$ cat config.mk
export PLATFORM = sky130hd
export DESIGN_NAME = uart_tx_rs485_burst_flat
export DESIGN_NICKNAME = d
export VERILOG_FILES = /design/src/rtl/uart_pkg.sv /design/src/rtl/uart_tx_rs485_burst_if.sv /design/src/rtl/uart_tx_rs485_burst_ser.sv /design/src/rtl/uart_tx_rs485_burst.sv /design/src/flat_wrapper.sv
export SDC_FILE = /design/constraint.sdc
export NUM_CORES = 1
export LEC_CHECK = 0
export CAP_MARGIN = 20
export CORE_ASPECT_RATIO = 1.1
export CORE_MARGIN = 2
export CORE_UTILIZATION = 47
export CTS_CLUSTER_DIAMETER = 120
export DETAILED_ROUTE_END_ITERATION = 8
export GPL_TIMING_DRIVEN = 0
export PLACE_DENSITY = 0.71
export SLEW_MARGIN = 20
export SYNTH_ARGS = -nofsm -noshare
export SYNTH_HDL_FRONTEND = slang
export SYNTH_SLANG_ARGS = --single-unit
$ cat constraint.sdc
create_clock -name clk -period 1.9 [get_ports clk]
set_clock_uncertainty 0.15 [all_clocks]
set_input_delay 0.38 -clock clk [delete_from_list [all_inputs] [get_ports clk]]
set_output_delay 0.38 -clock clk [all_outputs]
set_load 0.02 [all_outputs]
$ cat src/rtl/uart_pkg.sv
`default_nettype none
// ============================================================================
//  Module   : uart_pkg
//  Purpose  : Shared definitions for the RS485 burst transmitter: FSM state
//             encoding, parity-mode constants and the frame-length helper.
//  Ports    : none (package)
//  Revision : 1.0 - initial release
// ============================================================================
package uart_pkg;

   typedef logic [2:0] state_t;

   localparam state_t S_IDLE   = 3'd0;
   localparam state_t S_DIRON  = 3'd1;
   localparam state_t S_SHIFT  = 3'd2;
   localparam state_t S_DIROFF = 3'd3;
   localparam state_t S_HOLD   = 3'd4;

   localparam logic PAR_EVEN = 1'b0;
   localparam logic PAR_ODD  = 1'b1;

   // Bits per frame: start + data + optional parity + stop bits
   function automatic int frame_len(input int data_bits, input int parity_en,
                                    input int stop_bits);
      return 1 + data_bits + parity_en + stop_bits;
   endfunction

endpackage
`default_nettype wire

$ cat src/rtl/uart_tx_rs485_burst_if.sv
`default_nettype none
// ============================================================================
//  Module   : uart_tx_rs485_burst_if
//  Purpose  : Bundle between the requester/frame buffer and the burst
//             transmitter.
//  Signals  : RQ    - transfer request (async to clk, level-held)
//             len   - words to send, latched at burst start
//             data  - buffer word at addr
//             addr  - buffer read address
//             tx    - serial line, idle high
//             dirTX - RS485 driver enable
//             dirRX - RS485 receiver-disable companion
//             busy  - transmitter not idle
//             done  - one-cycle pulse at burst completion
//  Modports : master = requester/buffer side, slave = transmitter
//  Revision : 1.0 - initial release
// ============================================================================
interface uart_tx_rs485_burst_if #(
   parameter int DATA_BITS = 8,
   parameter int ADDR_W    = 5
);
   logic                 RQ;
   logic [ADDR_W-1:0]    len;
   logic [DATA_BITS-1:0] data;
   logic [ADDR_W-1:0]    addr;
   logic                 tx;
   logic                 dirTX;
   logic                 dirRX;
   logic                 busy;
   logic                 done;

   modport master (output RQ, len, data,
                   input  addr, tx, dirTX, dirRX, busy, done);
   modport slave  (input  RQ, len, data,
                   output addr, tx, dirTX, dirRX, busy, done);
endinterface
`default_nettype wire

$ cat src/rtl/uart_tx_rs485_burst_ser.sv
`default_nettype none
// ============================================================================
//  Module   : uart_frame_ser
//  Purpose  : Serialises one UART frame per load strobe: start bit, data LSB
//             first, optional parity, stop bits. A new load on the last cycle
//             of a frame starts the next frame with no idle gap.
//  Ports    : clk, reset (async, active-low)
//             load      - start a frame (start bit appears next cycle)
//             data      - word, sampled in the first start-bit cycle
//             tx        - registered serial output, idle high
//             bit_stb   - last cycle of the current bit
//             bit_idx   - index of the current bit within the frame
//             frame_end - last cycle of the frame
//  Revision : 1.0 - initial release
// ============================================================================
module uart_frame_ser
   import uart_pkg::*;
#(
   parameter  int DATA_BITS    = 8,
   parameter  int CLKS_PER_BIT = 1,
   parameter  int PARITY_EN    = 0,
   parameter  int PARITY_ODD   = 0,
   parameter  int STOP_BITS    = 1,
   localparam int FRAME_LEN    = frame_len(DATA_BITS, PARITY_EN, STOP_BITS),
   localparam int IDX_W        = $clog2(FRAME_LEN)
) (
   input  logic                 clk,
   input  logic                 reset,
   input  logic                 load,
   input  logic [DATA_BITS-1:0] data,
   output logic                 tx,
   output logic                 bit_stb,
   output logic [IDX_W-1:0]     bit_idx,
   output logic                 frame_end
);
   localparam int TICK_W = $clog2(CLKS_PER_BIT + 1);

   logic                 active;
   logic [TICK_W-1:0]    tick;
   logic [IDX_W-1:0]     idx;
   logic [DATA_BITS-1:0] shreg;
   logic                 tx_r;
   logic [DATA_BITS-1:0] word;
   logic [IDX_W-1:0]     next_idx;
   logic                 next_bit;
   logic                 first_cyc;
   logic                 par_mode;

   assign par_mode  = (PARITY_ODD != 0) ? PAR_ODD : PAR_EVEN;
   assign first_cyc = (idx == '0) && (tick == '0);
   assign bit_stb   = active && (tick == TICK_W'(CLKS_PER_BIT - 1));
   assign frame_end = bit_stb && (idx == IDX_W'(FRAME_LEN - 1));
   // With one clock per bit, data bit 0 must be chosen in the same cycle the
   // word is captured, so bypass the shift register then.
   assign word      = first_cyc ? data : shreg;
   assign next_idx  = idx + IDX_W'(1);

   always_comb begin
      next_bit = 1'b1;
      for (int b = 0; b < DATA_BITS; b++) begin
         if (next_idx == IDX_W'(b + 1))
            next_bit = word[b];
      end
      if ((PARITY_EN != 0) && (next_idx == IDX_W'(DATA_BITS + 1)))
         next_bit = (^word) ^ par_mode;
   end

   always_ff @(posedge clk or negedge reset) begin
      if (!reset) begin
         active <= 1'b0;
         tick   <= '0;
         idx    <= '0;
         shreg  <= '0;
         tx_r   <= 1'b1;
      end else if (load) begin
         active <= 1'b1;
         tick   <= '0;
         idx    <= '0;
         tx_r   <= 1'b0;
      end else if (active) begin
         if (first_cyc)
            shreg <= data;
         if (bit_stb) begin
            tick <= '0;
            if (frame_end) begin
               active <= 1'b0;
               idx    <= '0;
               tx_r   <= 1'b1;
            end else begin
               idx  <= next_idx;
               tx_r <= next_bit;
            end
         end else begin
            tick <= tick + TICK_W'(1);
         end
      end
   end

   assign tx      = tx_r;
   assign bit_idx = idx;

endmodule
`default_nettype wire

$ cat src/rtl/uart_tx_rs485_burst.sv
`default_nettype none
// ============================================================================
//  Module   : uart_tx_rs485_burst
//  Purpose  : RS485 burst transmitter. Synchronises RQ, raises the direction
//             lines with guard delays, reads len words from the buffer and
//             sends them back to back as UART frames, then drops the
//             direction lines and waits for RQ to be released.
//  Ports    : clk   - bit-rate base clock
//             reset - asynchronous active-low reset
//             bus   - uart_tx_rs485_burst_if.slave (RQ, len, data, addr, tx,
//                     dirTX, dirRX, busy, done)
//  Revision : 1.0 - initial release
// ============================================================================
module uart_tx_rs485_burst
   import uart_pkg::*;
#(
   parameter int DATA_BITS    = 8,
   parameter int ADDR_W       = 5,
   parameter int CLKS_PER_BIT = 1,
   parameter int DIR_DLY      = 15,
   parameter int PARITY_EN    = 0,
   parameter int PARITY_ODD   = 0,
   parameter int STOP_BITS    = 1
) (
   input logic                  clk,
   input logic                  reset,
   uart_tx_rs485_burst_if.slave bus
);
   localparam int         FRAME_LEN = frame_len(DATA_BITS, PARITY_EN, STOP_BITS);
   localparam int         IDX_W     = $clog2(FRAME_LEN);
   localparam logic [7:0] DLY_1     = 8'(DIR_DLY);
   localparam logic [7:0] DLY_2     = 8'(2 * DIR_DLY);
   localparam logic [7:0] DLY_3     = 8'(3 * DIR_DLY);

   logic              rq_meta;
   logic              rqs;
   state_t            state;
   logic [7:0]        dly;
   logic [ADDR_W-1:0] len_r;
   logic [ADDR_W-1:0] addr_r;
   logic              dir_tx_r;
   logic              dir_rx_r;
   logic              done_r;
   logic              ser_load;
   logic              ser_tx;
   logic              bit_stb;
   logic              frame_end;
   logic [IDX_W-1:0]  bit_idx;
   logic              last_word;

   // addr advances during the last stop bit, so at frame end it already
   // equals the number of words sent.
   assign last_word = (addr_r == len_r);
   assign ser_load  = ((state == S_DIRON) && (dly == DLY_3) && (len_r != '0)) ||
                      ((state == S_SHIFT) && frame_end && !last_word);

   always_ff @(posedge clk or negedge reset) begin
      if (!reset) begin
         rq_meta <= 1'b0;
         rqs     <= 1'b0;
      end else begin
         rq_meta <= bus.RQ;
         rqs     <= rq_meta;
      end
   end

   always_ff @(posedge clk or negedge reset) begin
      if (!reset) begin
         state    <= S_IDLE;
         dly      <= '0;
         len_r    <= '0;
         addr_r   <= '0;
         dir_tx_r <= 1'b0;
         dir_rx_r <= 1'b0;
         done_r   <= 1'b0;
      end else begin
         done_r <= 1'b0;
         case (state)
            S_IDLE: begin
               if (rqs) begin
                  state  <= S_DIRON;
                  len_r  <= bus.len;
                  addr_r <= '0;
                  dly    <= '0;
               end
            end
            S_DIRON: begin
               dly <= dly + 8'd1;
               if (dly == DLY_1) dir_rx_r <= 1'b1;
               if (dly == DLY_2) dir_tx_r <= 1'b1;
               if (dly == DLY_3) begin
                  dly   <= '0;
                  state <= (len_r == '0) ? S_DIROFF : S_SHIFT;
               end
            end
            S_SHIFT: begin
               if (bit_stb && (bit_idx == IDX_W'(FRAME_LEN - 2)))
                  addr_r <= addr_r + ADDR_W'(1);
               if (frame_end && last_word) begin
                  addr_r <= '0;
                  dly    <= '0;
                  state  <= S_DIROFF;
               end
            end
            S_DIROFF: begin
               dly <= dly + 8'd1;
               if (dly == DLY_1) dir_tx_r <= 1'b0;
               if (dly == DLY_2) begin
                  dir_rx_r <= 1'b0;
                  done_r   <= 1'b1;
                  state    <= S_HOLD;
               end
            end
            S_HOLD: begin
               if (!rqs) state <= S_IDLE;
            end
            default: state <= S_IDLE;
         endcase
      end
   end

   uart_frame_ser #(
      .DATA_BITS    (DATA_BITS),
      .CLKS_PER_BIT (CLKS_PER_BIT),
      .PARITY_EN    (PARITY_EN),
      .PARITY_ODD   (PARITY_ODD),
      .STOP_BITS    (STOP_BITS)
   ) u_ser (
      .clk       (clk),
      .reset     (reset),
      .load      (ser_load),
      .data      (bus.data),
      .tx        (ser_tx),
      .bit_stb   (bit_stb),
      .bit_idx   (bit_idx),
      .frame_end (frame_end)
   );

   assign bus.tx    = ser_tx;
   assign bus.addr  = addr_r;
   assign bus.dirTX = dir_tx_r;
   assign bus.dirRX = dir_rx_r;
   assign bus.busy  = (state != S_IDLE);
   assign bus.done  = done_r;

endmodule
`default_nettype wire

$ cat src/flat_wrapper.sv
// flat-port wrapper written by rule: the top's interface ports become plain ports
module uart_tx_rs485_burst_flat import uart_pkg::*;
#(
   parameter int DATA_BITS    = 8,
   parameter int ADDR_W       = 5,
   parameter int CLKS_PER_BIT = 1,
   parameter int DIR_DLY      = 15,
   parameter int PARITY_EN    = 0,
   parameter int PARITY_ODD   = 0,
   parameter int STOP_BITS    = 1
)
  (clk, reset, bus_RQ, bus_len, bus_data, bus_addr, bus_tx, bus_dirTX, bus_dirRX, bus_busy, bus_done);
  uart_tx_rs485_burst_if #(.DATA_BITS(DATA_BITS), .ADDR_W(ADDR_W)) bus_i ();
  input logic clk;
  input logic reset;
  input wire logic [$bits(bus_i.RQ)-1:0] bus_RQ;
  input wire logic [$bits(bus_i.len)-1:0] bus_len;
  input wire logic [$bits(bus_i.data)-1:0] bus_data;
  output wire logic [$bits(bus_i.addr)-1:0] bus_addr;
  output wire logic [$bits(bus_i.tx)-1:0] bus_tx;
  output wire logic [$bits(bus_i.dirTX)-1:0] bus_dirTX;
  output wire logic [$bits(bus_i.dirRX)-1:0] bus_dirRX;
  output wire logic [$bits(bus_i.busy)-1:0] bus_busy;
  output wire logic [$bits(bus_i.done)-1:0] bus_done;
  assign bus_i.RQ = bus_RQ;
  assign bus_i.len = bus_len;
  assign bus_i.data = bus_data;
  assign bus_addr = bus_i.addr;
  assign bus_tx = bus_i.tx;
  assign bus_dirTX = bus_i.dirTX;
  assign bus_dirRX = bus_i.dirRX;
  assign bus_busy = bus_i.busy;
  assign bus_done = bus_i.done;
  uart_tx_rs485_burst #(.DATA_BITS(DATA_BITS), .ADDR_W(ADDR_W), .CLKS_PER_BIT(CLKS_PER_BIT), .DIR_DLY(DIR_DLY), .PARITY_EN(PARITY_EN), .PARITY_ODD(PARITY_ODD), .STOP_BITS(STOP_BITS)) u_core (.clk(clk), .reset(reset), .bus(bus_i));
endmodule
==> run_results.csv <==
group,metric,value,unit
run_status,status,"finished with violations",
run_status,violations,"setup timing",
layout,syn2layout_area_growth,34.0,%
floorplanning,die_y,78.2,um
setup_path,path_class,"flip-flop to flip-flop",
synth,synthesis.area,0.00235,mm2
layout,fillers,391,
sta,worst_slack,-0.193,ns
sta,maxSlewViolCount,0,
clock_tree,insertion_delay,0.29,ns
sta,rsz0062_at_grt,"yes",
floorplanning,die-area,0.00558,mm2
pwr,sw_frac_of_total,37.5,%
placement,dpl.hpwl,3510,um
layout,layout_common_cells,"37 x dfrtp_1, 22 x nor2_1, 21 x buf_4, 18 x clkdlybuf4s50_1, 13 x nand2_1",
sta,tightest_slew,0.506,ns
setup_path,required,1.93,ns
grt,grt_first_pass_wirelength,8770,um
placement,place.gp.congestion,0.826,
placement,portBuffers,25,
clock_tree,numCtsBuffers,5,
synth,postSynthCellCount,234,
floorplanning,start_util,48.0,%
grt,antenna_found_initial,0,
synth,ys_ff_latch,41,
synth,yosysSeqAreaShare,43.7,%
setup_path,critPathCapture,"u_core.u_ser.shreg[2]$_DFFE_PN0P_",
setup_path,cp.arrival,2.12,ns
floorplanning,rows,27,
clock_tree,cts_tree,"yes",
grt,track_usage,19.5,%
setup_path,worstPathCellList,"inv_1 -> ha_1 -> and4bb_2 -> nand4_1 -> or3_4 -> nand3_4 -> mux2_2",
layout,fin_nets,318,
layout,final_common_cell,"dfrtp_1",
grt,grt_max_degree,28,
setup_path,endpoint_kind,"flip-flop",
setup_path,startpoint_type,"flip-flop",
clock_tree,clkSinkCount,41,
sta,finalSetupTns,-2.61,ns
synth,syn-num-nets,259,
run,maxCapViolCount,0,
synth,yosysWarnings,0,
synth,synth_area_per_cell,10.0,um2
synth,synth_cell_type_count,58,
layout,fin_area,0.00315,mm2
sta,setup_viol,22,
synth,async_reset_ff_share,100,%
setup_path,ff2ff_setup_slack,-0.19,ns
routing,drt_iter0_drc,79,
grt,first_global_vias,1892,
pwr,vdd_drop_max,0.592,mV
routing,drc,0,
clock_tree,clock_path_buffers,2,
clock_tree,htreeDepth,2,
pwr,power_density,1250,mW/mm2
placement,dpl_cell_area,0.00271,mm2
sta,hold_viol,0,
grt,grt_remaining_overflow,0,
synth,synth-edff-count,0,
routing,vias,1972,
routing,routed_wirelength,5190,um
sta,post-route-min-period,2.09,ns
setup_path,cp_max_fo,8,
routing,vias_per_cell,5.60,
routing,drt-wirelength-per-cell,14.8,um
sta,max-slew-margin-rel,66.2,%
layout,multiInputGateArea,0.00140,mm2
layout,antenna_cells,0,
sta,fmax,0.478,GHz
clock_tree,clk_pin_slew,0.08,ns
synth,synth_flop_cell,"dfrtp_1",
setup_path,r2r-end,"u_core.u_ser.shreg[2]$_DFFE_PN0P_",
floorplanning,ios,26,
setup_path,critPathMaxStageDelay,0.38,ns
sta,whs,0.202,ns
layout,layout-drive-gt1-share,31.0,%
setup_path,r2r_cells,7,
pwr,leakage,1.45,nW
pwr,finalPower,3.95,mW
floorplanning,dieWidth,71.4,um
layout,regArea,0.00103,mm2
routing,ant_nets,0,
routing,first_pass_iters,4,
setup_path,cpMaxStageDelayCell,"dfrtp_1",
pwr,clkPwrFrac,14.0,%
setup_path,startpoint,"u_core.dly[1]$_DFFE_PN0P_",
clock_tree,clockRootBuffer,"clkbuf_8",
setup_path,reg2reg_from,"u_core.dly[1]$_DFFE_PN0P_",
pwr,seqPwrFrac,35.9,%
layout,fin_util,64.3,%
pwr,p_switching,1.48,mW
sta,fin_crit_sh,110,%
floorplanning,core,0.00490,mm2
pwr,p_int,2.47,mW
pwr,pwr-share-comb,50.1,%
min_path,hold_path.class,"flip-flop to flip-flop",
==> power groups by stage <==
stage	registers (mW)	logic, mW	clock network (mW)
floorplan	1.39	1.12	0
global placement	1.43	1.41	0
detailed placement	1.44	1.44	0
CTS	1.40	1.75	0.573
global route	1.46	2.18	0.614
finish	1.42	1.98	0.555
==> cell families after synthesis <==
group | Yosys count | synth area share [%]
multiplexers | 19 | 8.78
AND/OR/NAND/NOR | 92 | 21.8
adder cells (fa/ha/maj) | 9 | 4.79
XOR/XNOR | 6 | 2.24
flip-flops | 41 | 43.7
buffers and inverters | 17 | 3.14
AO/OA/AOI/OAI | 50 | 15.5
==> critical path, delay by kind of cell (launching register included) <==
kind          cells  cell delay, ns
simple gates      4            0.90
flops             1            0.38
mux               1            0.35
fa+ha+maj         1            0.14
buf+inv           1            0.06
==> through the flow <==
stage               setup WS [ns]  instances
floorplan                  -0.141        234
global placement           -0.782        317
detailed placement         -0.443        318
CTS                        -0.167        344
global route               -0.271        352
finish                     -0.193        352
==> how the worst min path moves through the flow <==
| stage | to | slack [ns] | cells after the start | from |
|---|---|---|---|---|
| 3_3_place_gp | u_core.rqs$_DFF_PN0_ | 0.18 | 0 | u_core.rq_meta$_DFF_PN0_ |
| 5_1_grt | u_core.rqs$_DFF_PN0_ | 0.21 | 0 | u_core.rq_meta$_DFF_PN0_ |
| 2_1_floorplan | u_core.bus.addr[0]$_DFFE_PN0P_ | -0.07 | 0 | reset |
| 4_1_cts | u_core.rqs$_DFF_PN0_ | 0.20 | 0 | u_core.rq_meta$_DFF_PN0_ |
| 3_5_place_dp | u_core.u_ser.shreg[6]$_DFFE_PN0P_ | 0.17 | 1 | reset |
| 6_report | u_core.rqs$_DFF_PN0_ | 0.20 | 0 | u_core.rq_meta$_DFF_PN0_ |
==> area by class of cell <==
type	instances	area share, %
multi-input combinational	176	44.3
inverter	11	1.39
buffer	5	1.15
clock buffer	6	2.30
tap	58	2.30
timing repair buffer	53	15.5
sequential	41	32.7
clock inverter	2	0.318
==> registers in the layout, summed over array words and instances (netlist names), 3 cells and up <==
| name | flops |
|---|---|
| u_core.dly | 8 |
| u_core.len_r | 5 |
| u_core.u_ser.bit_idx | 4 |
| u_core.bus.addr | 5 |
| u_core.state | 3 |
| u_core.u_ser.shreg | 8 |
==> Yosys cell counts (2+ instances only) <==
cell type | n | area (um2)
nand3b_1 | 2 | 15.0
and3b_1 | 2 | 17.5
nand2_1 | 15 | 56.3
xnor2_1 | 5 | 43.8
mux2i_1 | 6 | 60.1
nor2_1 | 23 | 86.3
clkbuf_1 | 3 | 11.3
mux2_2 | 13 | 146
nand4_1 | 4 | 25.0
dfrtp_1 | 40 | 1000
a31oi_1 | 4 | 25.0
or4_1 | 2 | 15.0
nand2b_1 | 2 | 12.5
and3_1 | 2 | 12.5
nor3b_1 | 3 | 22.5
and2_1 | 3 | 18.8
o21ai_0 | 10 | 50.1
ha_1 | 9 | 113
nor3_1 | 10 | 50.1
nor4_1 | 2 | 12.5
o31a_1 | 2 | 17.5
a211o_1 | 3 | 26.3
a21o_1 | 2 | 15.0
inv_1 | 11 | 41.3
o22a_1 | 2 | 17.5
or3_1 | 3 | 18.8
o211ai_1 | 2 | 15.0
or2_2 | 3 | 18.8
nand3_1 | 7 | 35.0
nor2b_1 | 2 | 12.5
o22ai_1 | 2 | 12.5
a22oi_1 | 3 | 22.5
a21oi_1 | 7 | 35.0
==> per-layer routing <==
metal,wire [um],vias to the layer above,GRT usage (%)
li1,-,979,-
met1,2320,949,25.7
met2,2650,40,33.1
met3,189,4,4.24
met4,36,0,3.96
met5,0,-,0
==> what timing repair did <==
item,CTS,global route
hold buffers,1,0
buffers inserted,18,9
hold endpoints to repair,13,0
pin swaps,14,23
resized for setup,32,23
setup endpoints to repair,34,30
Note: power is estimated with default switching activity, not from simulation.
